==> config.mk <==
export PLATFORM = sky130hd
export DESIGN_NAME = iob_sim_trap_monitor
export DESIGN_NICKNAME = d
export VERILOG_FILES = /design/src/rtl/iob_sim_trap_monitor_pkg.sv /design/src/rtl/iob_prio_enc.sv /design/src/rtl/iob_sim_trap_monitor.sv
export SDC_FILE = /design/constraint.sdc
export NUM_CORES = 1
export LEC_CHECK = 0
export CAP_MARGIN = 10
export CORE_ASPECT_RATIO = 1.25
export CORE_MARGIN = 3
export CORE_UTILIZATION = 59
export CTS_BUF_LIST = sky130_fd_sc_hd__clkbuf_4
export CTS_CLUSTER_DIAMETER = 60
export DETAILED_ROUTE_END_ITERATION = 12
export DONT_BUFFER_PORTS = 1
export GPL_TIMING_DRIVEN = 0
export PLACE_DENSITY = 0.76
export SYNTH_ARGS = -nofsm -noshare
export SYNTH_HDL_FRONTEND = slang
export SYNTH_SLANG_ARGS = --single-unit
==> constraint.sdc <==
create_clock -name clk_i -period 2.4 [get_ports clk_i]
set_clock_uncertainty 0.05 [all_clocks]
set_input_delay 0.36 -clock clk_i [delete_from_list [all_inputs] [get_ports clk_i]]
set_output_delay 0.36 -clock clk_i [all_outputs]
set_load 0.005 [all_outputs]
==> src/rtl/iob_sim_trap_monitor_pkg.sv <==
// Shared encodings for the simulation trap monitor: FSM states, finish causes
// and the index-width helper used for first_trap_o.
package iob_sim_trap_monitor_pkg;

  typedef enum logic [1:0] {
    ST_IDLE  = 2'd0,
    ST_RUN   = 2'd1,
    ST_GRACE = 2'd2,
    ST_DONE  = 2'd3
  } state_t;

  typedef enum logic [1:0] {
    CAUSE_NONE    = 2'd0,
    CAUSE_TRAP    = 2'd1,
    CAUSE_TIMEOUT = 2'd2,
    CAUSE_BOTH    = 2'd3
  } cause_t;

  // Index width for an n-wide vector, never less than one bit.
  function automatic int idx_width(input int n);
    return (n > 1) ? $clog2(n) : 1;
  endfunction

endpackage

==> src/rtl/iob_prio_enc.sv <==
// Lowest-index-wins priority encoder; hit flags a non-zero input.
module iob_prio_enc #(
  parameter int W     = 2,
  parameter int IDX_W = 1
) (
  input  logic [W-1:0]     vec,
  output logic [IDX_W-1:0] idx,
  output logic             hit
);

  // Scan from the top down so the lowest set bit is the last one written.
  always_comb begin
    idx = '0;
    for (int i = W - 1; i >= 0; i--) begin
      if (vec[i]) idx = IDX_W'(i);
    end
  end

  assign hit = |vec;

endmodule

==> src/rtl/iob_sim_trap_monitor.sv <==
// Simulation finish monitor: watches CPU trap lines and an activity watchdog,
// then after a grace period raises a sticky done_o with the finish cause.
module iob_sim_trap_monitor
  import iob_sim_trap_monitor_pkg::*;
#(
  parameter int N_TRAP         = 2,
  parameter int GRACE_CYCLES   = 10,
  parameter int TIMEOUT_W      = 32,
  parameter int TIMEOUT_CYCLES = 0
) (
  input  logic                           clk_i,
  input  logic                           arst_i,
  input  logic                           cke_i,
  input  logic                           en_i,
  input  logic                           clear_i,
  input  logic [N_TRAP-1:0]              trap_i,
  input  logic                           activity_i,
  output logic                           done_o,
  output logic [1:0]                     cause_o,
  output logic [N_TRAP-1:0]              trap_mask_o,
  output logic [idx_width(N_TRAP)-1:0]   first_trap_o,
  output logic [TIMEOUT_W-1:0]           cycle_cnt_o
);

  localparam int FT_W = idx_width(N_TRAP);
  localparam int GC_W = (GRACE_CYCLES > 0) ? $clog2(GRACE_CYCLES + 1) : 1;

  state_t              state, state_n;
  logic [N_TRAP-1:0]   trap_q;
  logic [N_TRAP-1:0]   trap_edge;
  logic [TIMEOUT_W-1:0] wdog;
  logic [GC_W-1:0]     grace_cnt;
  logic [FT_W-1:0]     first_idx;
  logic                trap_hit;
  logic                timeout;
  logic                to_idle;
  logic                go_grace;

  assign trap_edge = trap_i & ~trap_q;

  iob_prio_enc #(
    .W     (N_TRAP),
    .IDX_W (FT_W)
  ) u_prio (
    .vec (trap_edge),
    .idx (first_idx),
    .hit (trap_hit)
  );

  // A zero TIMEOUT_CYCLES compiles the watchdog comparison away.
  assign timeout = (TIMEOUT_CYCLES != 0) && (state == ST_RUN) && !activity_i &&
                   (wdog == TIMEOUT_W'(TIMEOUT_CYCLES - 1));

  assign to_idle  = (state_n == ST_IDLE);
  assign go_grace = (state == ST_RUN) && (state_n == ST_GRACE);

  // Next-state decode; clear_i beats everything, losing en_i beats events.
  always_comb begin
    state_n = state;
    if (clear_i) begin
      state_n = ST_IDLE;
    end else begin
      case (state)
        ST_IDLE:  if (en_i) state_n = ST_RUN;
        ST_RUN: begin
          if (!en_i)                   state_n = ST_IDLE;
          else if (trap_hit || timeout) state_n = ST_GRACE;
        end
        ST_GRACE: if (grace_cnt == '0) state_n = ST_DONE;
        ST_DONE:  state_n = ST_DONE;
        default:  state_n = ST_IDLE;
      endcase
    end
  end

  // State register.
  always_ff @(posedge clk_i or posedge arst_i) begin
    if (arst_i)     state <= ST_IDLE;
    else if (cke_i) state <= state_n;
  end

  // Trap history held at zero through IDLE so a level already high on RUN
  // entry is seen as a fresh edge.
  always_ff @(posedge clk_i or posedge arst_i) begin
    if (arst_i)     trap_q <= '0;
    else if (cke_i) trap_q <= (state == ST_IDLE || to_idle) ? '0 : trap_i;
  end

  // Watchdog: counts idle RUN cycles, kicked back to zero by activity_i.
  always_ff @(posedge clk_i or posedge arst_i) begin
    if (arst_i) begin
      wdog <= '0;
    end else if (cke_i) begin
      if (to_idle)              wdog <= '0;
      else if (state == ST_RUN) wdog <= activity_i ? '0 : wdog + 1'b1;
    end
  end

  // Grace countdown; the cycle that sees zero is the last GRACE cycle.
  always_ff @(posedge clk_i or posedge arst_i) begin
    if (arst_i) begin
      grace_cnt <= '0;
    end else if (cke_i) begin
      if (to_idle)                                   grace_cnt <= '0;
      else if (go_grace)                             grace_cnt <= GC_W'(GRACE_CYCLES);
      else if (state == ST_GRACE && grace_cnt != '0) grace_cnt <= grace_cnt - 1'b1;
    end
  end

  // Saturating RUN-cycle counter.
  always_ff @(posedge clk_i or posedge arst_i) begin
    if (arst_i) begin
      cycle_cnt_o <= '0;
    end else if (cke_i) begin
      if (to_idle)                                   cycle_cnt_o <= '0;
      else if (state == ST_RUN && cycle_cnt_o != '1) cycle_cnt_o <= cycle_cnt_o + 1'b1;
    end
  end

  // Finish report: latched on RUN exit, late traps accumulate during GRACE.
  always_ff @(posedge clk_i or posedge arst_i) begin
    if (arst_i) begin
      cause_o      <= CAUSE_NONE;
      trap_mask_o  <= '0;
      first_trap_o <= '0;
    end else if (cke_i) begin
      if (to_idle) begin
        cause_o      <= CAUSE_NONE;
        trap_mask_o  <= '0;
        first_trap_o <= '0;
      end else if (go_grace) begin
        cause_o     <= {timeout, trap_hit};
        trap_mask_o <= trap_edge;
        if (trap_hit) first_trap_o <= first_idx;
      end else if (state == ST_GRACE) begin
        trap_mask_o <= trap_mask_o | trap_edge;
      end
    end
  end

  // done_o registered from the next state so it tracks DONE exactly.
  always_ff @(posedge clk_i or posedge arst_i) begin
    if (arst_i)     done_o <= 1'b0;
    else if (cke_i) done_o <= (state_n == ST_DONE);
  end

endmodule

==> summary.txt, run 1 <==
Clock tree
  – Clock root cell: clkbuf_4
  – Clk Latency, worst-skew pair: roughly 0.35 ns
  – Total clock sinks: 45
  – Clock buffer depth: 2
  – H-Tree Depth: 2
  – CTS tree: built
  – Clk slew on worst S/H paths: 0.13 ns
  – Clock buffer count from CTS: 5

STA
  – Fmax achieved: 431 MHz
  – Final setup viols: 0
  – Tcrit/Tclk final: a little over nine tenths
  – Slew Limit Fails: 0
  – Endpoints failing hold: 0
  – Fin crit period: about 2.3 ns
  – Slew @ Worst Pin: 0.679 ns
  – Slew HR: between 50% and 60%
  – Worst Slack Setup Final: between 0.07 and 0.08 ns

Power and ir drop
  – Pint: between 1000 and 1500 uW
  – Switching share of total power: 25.6%
  – Pwr dens: around 510 nW/um^2
  – Leakage power: between 0.001 and 0.0015 uW
  – P_sw: approximately 370 uW
  – Total power after layout: ~1400 uW
  – Clock power share: 32.3%
  – Max VDD drop: between 0.4 and 0.5 mV
  – Seq pwr share: a little under three fifths
  – Combinational share of power: 11.5%

Synthesis
  – Flops & latches, synth: between 40 and 50
  – Synth warnings: 0
  – Synthesized net count: 288
  – Synth Area in Compound Gates: ~21%
  – Post-synth ARST share: 100%
  – Mapped Area: roughly 2600 sq um
  – Syn avg cell area: ~9.2 sq um
  – Xor/xnor share of the synthesized area: under 10%
  – Sequential area share after synthesis: around 44%
  – Mux share of post-synthesis cell area: 1.22%
  – Simple-gate share of the synthesized area: 25.5%
  – Number of distinct library cells after synthesis: a little under 60
  – Largest family of logic cells by synthesized area: simple AND/OR/NAND/NOR gates
  – EDFF count, synth: 0
  – Gate Count Post-Synth: 278
  – Main synth FF type: dfrtp_1
  – Post-synthesis adder-cell area fraction: less than 1%

Die
  – Core Box Area: 4130 sq um
  – Area of the die: between 5000 and 6000 sq um
  – Starting Density: between 60% and 70%
  – Die height: 79.7 microns
  – Cell Rows: 26
  – Chip Width: between 60 and 70 microns
  – # IOs: 46

Routing
  – Routed WL per cell: roughly 17 microns
  – DRT iter0 DRCs: 130
  – Vias: roughly 2,200
  – 1st-pass router iterations: 4
  – Routed vias/inst: 6.35
  – Final routed DRC violation total: 0
  – Post-DRT Antenna Nets: 0
  – Detailed Route WL: approximately 6000 microns

Global route
  – Antenna violations before repair: 0
  – Vias in the first global route: approximately 2,200
  – First-pass GRT wire length: approximately 10000 microns
  – Largest net degree at the start of global routing: 33
  – GRT overflow: 0
  – Total GRT Usage: about 24%

Finish
  – Fin nets: about 300
  – Filler Cell Count: around 350
  – Area grow syn2layout: 9.51%
  – Fraction of final layout cells sized beyond drive strength 1: between 10% and 20%
  – Most used cells in the layout excluding fill and tap cells: dfrtp_1 (41), nand2_1 (21), o21ai_0 (19), a21oi_1 (19), nand3_1 (14)
  – N_diodes: 0
  – Most common cell after layout, fill and taps aside: dfrtp_1

Setup path
  – Crit path max fanout: 9
  – Setup CP Type: register to register
  – Worst setup EP type: register
  – Startpoint class of the critical path: register
  – Worst Path Required: about 2.6 ns
  – Critical path arrival: about 2.6 ns

Placed design
  – DP Worst Slack: -0.150 ns
  – # port buffers: 0
  – GP Congestion: approximately 0.86
  – Hpwl dp: approximately 4200 microns

Outcome
  – Run status: finished clean

Flow run
  – Max Cap Violations: 0

Worst hold path
  – Hold crit path type: input pin to register
registers in the layout (all words and copies together) (netlist names):
name,count
cycle_cnt_o,32
grace_cnt,4
state,2
trap_mask_o,2
trap_q,2
cause_o,1
done_o,1
first_trap_o,1
per-stage QoR:
step	hold slack (ns)	utilization [%]	area, sq um	std cells	setup TNS [ns]
2_1_floorplan	0.424	-	2570	278	0
3_3_place_gp	0.450	63.8	2640	334	-0.235
3_5_place_dp	0.176	64.3	2660	335	-0.368
4_1_cts	0.0829	67.3	2780	344	0
5_1_grt	0.0987	68.0	2810	344	-0.0212
6_report	0.0984	68.0	2810	344	0
power by group through the flow:
stage | sequential (uW) | combinational, uW | clock [uW]
final | 808 | 166 | 466
after global routing | 813 | 190 | 506
after CTS | 808 | 162 | 478
after detailed placement | 819 | 159 | 0
after global placement | 819 | 151 | 0
after floorplan | 812 | 122 | 0
cell families (layout without fill, tap and decap cells):
family,count (synthesis),count (layout)
simple gates,111,111
compound gates,81,81
flops,45,45
buf+inv,29,39
xor+xnor,6,6
mux,3,3
fa+ha+maj,2,2
other cells,1,1
final timing paths:
kind	start	endpoint	slack (ns)	depth (start not counted)
worst max-delay path	cycle_cnt_o[0]	cycle_cnt_o[31]	0.08	7
worst min-delay path	trap_i[1]	trap_q[1]	0.1	2
worst max register to register	cycle_cnt_o[0]	cycle_cnt_o[31]	0.08	7
worst min register to register	first_trap_o	first_trap_o	0.47	1
max in group asynchronous	arst_i	cycle_cnt_o[0]	1.45	3
min in group asynchronous	arst_i	trap_mask_o[1]	0.37	2
Yosys cell counts (all sizes together) (3+ instances only):
library cell / n / area, sq um
a2111oi: 4 / 35.0
a21oi: 20 / 100
a31oi: 5 / 31.3
and2: 5 / 32.5
and3: 4 / 31.3
and4: 9 / 82.6
buf: 8 / 62.6
clkbuf: 7 / 26.3
dfrtp: 45 / 1130
inv: 13 / 48.8
nand2: 21 / 78.8
nand2b: 7 / 43.8
nand3: 14 / 70.1
nand4: 7 / 58.8
nor2: 13 / 48.8
nor2b: 3 / 18.8
nor3: 4 / 20.0
o21a: 3 / 22.5
o21ai: 19 / 95.1
o22ai: 3 / 18.8
o31ai: 6 / 45.0
or3: 11 / 68.8
or4: 6 / 45.0
xnor2: 6 / 52.6
per-layer routing:
| layer | wire (microns) | global-route usage (%) |
|---|---|---|
| met5 | 0 | 0 |
| met3 | 279 | 5.35 |
| met2 | 3020 | 43.5 |
| met1 | 2440 | 28.7 |
| met4 | 104 | 7.61 |
repair_timing:
| action | 4_1_cts | 5_1_grt |
|---|---|---|
| endpoints found under the setup margin | 8 | 18 |
| resized for setup | 10 | 8 |
| setup buffers | 0 | 2 |
| pin swaps | 1 | 3 |
| endpoints found under the hold margin | 13 | 0 |
| hold buffers | 1 | 0 |
worst max-delay path, stage by stage, from the launching register on:
cell	delay [ns]
dfrtp_2	0.48
ha_4	0.18
and4_4	0.20
and3_4	0.15
buf_6	0.12
or4_4	0.54
or3_1	0.38
a21oi_2	0.15
final cells by class:
cell class	count	area [sq um]	area share (%)
Multi-Input combinational cell	204	1350	47.9
Sequential cell	45	1130	40.2
Buffer	14	90.1	3.21
Tap cell	56	70.1	2.49
Inverter	13	48.8	1.74
Clock buffer	6	45.0	1.60
Timing Repair Buffer	4	45.0	1.60
Clock inverter	2	33.8	1.20
(Power assumes the default switching activity.)
==> run 2: changes to the inputs <==
Settings changed: CAP_MARGIN 10 to 15, CORE_UTILIZATION 59 to 35, PLACE_DENSITY 0.76 to 0.49.
==> run 2 against run 1 <==
Effect of this change: count of clock-buffer cells in the layout stayed put; global-route usage shrank 8.2 points; worst hold slack got worse by 0.023 ns; setup slack got worse by 0.020 ns; register-to-register slack worse by 0.02 ns; largest cell class unchanged; total power shrank 7.2%; sequential share of layout area fell by 0.51 points; non-clock buffer count increased by 5; maximum frequency fell by 0.86%; cell area grew 1.7%; utilization fell by 28 points.
==> summary.txt, run 2 (same netlist as run 1, synthesis figures left out) <==
Outcome
  – Run status: finished clean (unchanged)

Placed design
  – # port buffers: 0 (unchanged)
  – GP Congestion: 0.800 (was 0.855)
  – Placed cell area: 2700 sq um (was 2660 sq um)
  – Hpwl dp: 4610 microns (was 4170 microns)

Clock tree
  – Total clock sinks: 45 (unchanged)
  – H-Tree Depth: 2 (unchanged)
  – CTS tree: built (unchanged)
  – Clock buffer count from CTS: 5 (unchanged)
  – Clock buffer depth: 2 (unchanged)
  – Clk slew on worst S/H paths: 0.13 ns (about the same)
  – Clk Latency, worst-skew pair: 0.37 ns (was 0.35 ns)
  – Clock root cell: clkbuf_4 (unchanged)

Setup path
  – Buffers and inverters on the worst path: 2 (was 1)
  – Crit path depth: 8 (was 7)
  – Slowest cell on the critical path: dfrtp_2 (was or4_4)
  – Worst R2R End: cycle_cnt_o[31] (unchanged)
  – CP delay by family, top: simple AND/OR/NAND/NOR gates (unchanged)
  – Critical path arrival: 2.59 ns (was 2.56 ns)
  – Worst setup startpoint: cycle_cnt_o[0] (unchanged)
  – CP peak stage delay: 0.50 ns (was 0.54 ns)
  – Startpoint class of the critical path: register (unchanged)
  – Setup CP Type: register to register (unchanged)
  – Worst setup EP type: register (unchanged)
  – CP cell instances: ha_4 > and4_4 > and3_4 > buf_6 > or4_4 > buf_6 > or3_4 > a21oi_2 (was ha_4 > and4_4 > and3_4 > buf_6 > or4_4 > or3_1 > a21oi_2)
  – Crit path max fanout: 7 (was 9)
  – Reg-to-reg critical path startpoint: cycle_cnt_o[0] (unchanged)
  – Critical path's most frequent cell: buf_6
  – Worst R2R Setup Slack: 0.06 ns (was 0.08 ns)
  – CP endpoint: cycle_cnt_o[31] (unchanged)
  – Worst Path Required: 2.65 ns (was 2.64 ns)
  – R2R depth: 8 (was 7)

Flow run
  – Max Cap Violations: 0 (unchanged)

Global route
  – Vias in the first global route: 2,144 (was 2,157)
  – Largest net degree at the start of global routing: 24 (was 33)
  – Antenna violations before repair: 0 (unchanged)
  – Total GRT Usage: 16.1% (was 24.3%)
  – GRT overflow: 0 (unchanged)
  – First-pass GRT wire length: 10,500 microns (was 9960 microns)

Die
  – Chip Width: 82.6 microns (was 65.0 microns)
  – Die height: 102 microns (was 79.7 microns)
  – Core Box Area: 7060 sq um (was 4130 sq um)
  – # IOs: 46 (unchanged)
  – Cell Rows: 34 (was 26)
  – Area of the die: 8400 sq um (was 5180 sq um)
  – Starting Density: 36.3% (was 62.1%)

Routing
  – Routed WL per cell: 16.9 microns (was 17.0 microns)
  – 1st-pass router iterations: 4 (unchanged)
  – Vias: 2,179 (was 2,183)
  – Final routed DRC violation total: 0 (unchanged)
  – Routed vias/inst: 5.70 (was 6.35)
  – Post-DRT Antenna Nets: 0 (unchanged)
  – Detailed Route WL: 6450 microns (was 5840 microns)
  – DRT iter0 DRCs: 111 (was 130)

STA
  – Setup TNS Final: 0 ns (unchanged)
  – Slew HR: 54.6% (was 54.7%)
  – Final setup viols: 0 (unchanged)
  – Hold WS: 0.0750 ns (was 0.0984 ns)
  – Slew @ Worst Pin: 0.680 ns (was 0.679 ns)
  – Slew Limit Fails: 0 (unchanged)
  – Tcrit/Tclk final: 97.5% (was 96.7%)
  – Fin crit period: 2.34 ns (was 2.32 ns)
  – Endpoints failing hold: 0 (unchanged)
  – Fmax achieved: 427 MHz (was 431 MHz)

Finish
  – N_diodes: 0 (unchanged)
  – Fin nets: 302 (was 297)
  – Final instance area: 2860 sq um (was 2810 sq um)
  – Most used cells in the layout excluding fill and tap cells: dfrtp_1 (37), nand2_1 (21), o21ai_0 (19), a21oi_1 (19), nand3_1 (14) (was dfrtp_1 (41), nand2_1 (21), o21ai_0 (19), a21oi_1 (19), nand3_1 (14))
  – Top flop regs: cycle_cnt_o (32), grace_cnt (4) (unchanged)
  – Area grow syn2layout: 11.4% (was 9.51%)
  – Reg with most FFs: cycle_cnt_o (unchanged)
  – Max reg flops: 32 (unchanged)
  – Filler Cell Count: 738 (was 352)
  – Core Util, Final: 40.5% (was 68.0%)
  – Most common cell after layout, fill and taps aside: dfrtp_1 (unchanged)
  – Fraction of final layout cells sized beyond drive strength 1: 16.4% (was 13.9%)

Power and ir drop
  – Total power after layout: 1340 uW (was 1440 uW)
  – Leakage power: 0.00114 uW (about the same)
  – Pwr dens: 467 nW/um^2 (was 513 nW/um^2)
  – Max VDD drop: 0.212 mV (was 0.451 mV)

Worst hold path
  – Hold crit path type: input pin to register (unchanged)
  – Hold Path Stages: 2 (unchanged)
## run 2: how the worst min path moves through the flow
stage                             from           end  slack (ns)
after detailed placement        arst_i  grace_cnt[3]        0.27
after CTS                    trap_i[1]     trap_q[1]        0.06
final                        trap_i[1]     trap_q[1]        0.07
after floorplan           first_trap_o  first_trap_o        0.42
after global placement       trap_i[0]     trap_q[0]        0.46
after global routing         trap_i[1]     trap_q[1]        0.05
## run 2: timing repair
item / 4_1_cts / 5_1_grt
hold endpoints to repair: 22 / 0
pin swaps: 2 / 4
gates resized for setup: 8 / 12
setup endpoints to repair: 11 / 18
buffers inserted: 0 / 5
hold buffers: 1 / 0
cloned: 0 / 1
## run 2: where the power goes
part | internal, uW | switching [uW] | leakage, uW
Combinational | 60.6 | 103 | 0.000499
Clock | 118 | 246 | 0.0000292
Sequential | 781 | 26.7 | 0.000611
## run 2: per-stage QoR
step                worst slack (ns)  cells
finish                        0.0598    382
global route                -0.00870    382
CTS                          0.00319    377
detailed placement            -0.147    369
global placement              -0.149    368
floorplan                     0.0769    278
## run 2: worst register-to-register path: stages, from the launching register on
cell     delay [ns]
dfrtp_2        0.50
ha_4           0.19
and4_4         0.20
and3_4         0.15
buf_6          0.12
or4_4          0.42
buf_6          0.15
or3_4          0.36
a21oi_2        0.14
## run 2: layout make-up
type	instances	area (sq um)	share of cell area, %
inverter	13	48.8	1.71
clock inverter	1	3.75	0.131
tap	90	113	3.94
multi-input combinational	204	1340	46.9
clock buffer	6	45.0	1.58
sequential	45	1140	39.7
timing repair buffer	8	72.6	2.54
buffer	15	100	3.50
## run 2: per-layer routing
| layer | vias up | track usage, % | wire length [microns] |
|---|---|---|---|
| met2 | 44 | 27.0 | 3250 |
| met5 | - | 0 | 0 |
| met1 | 1064 | 20.2 | 2780 |
| met4 | 0 | 5.53 | 115 |
| li1 | 1064 | - | - |
| met3 | 7 | 3.74 | 300 |
==> run 3: changes to the inputs <==
Settings changed: ABC_AREA from default to 0, CTS_CLUSTER_DIAMETER 60 to 120.
==> results of run 3 <==
The final DEF is identical to that of run 2; final timing and power are the same.
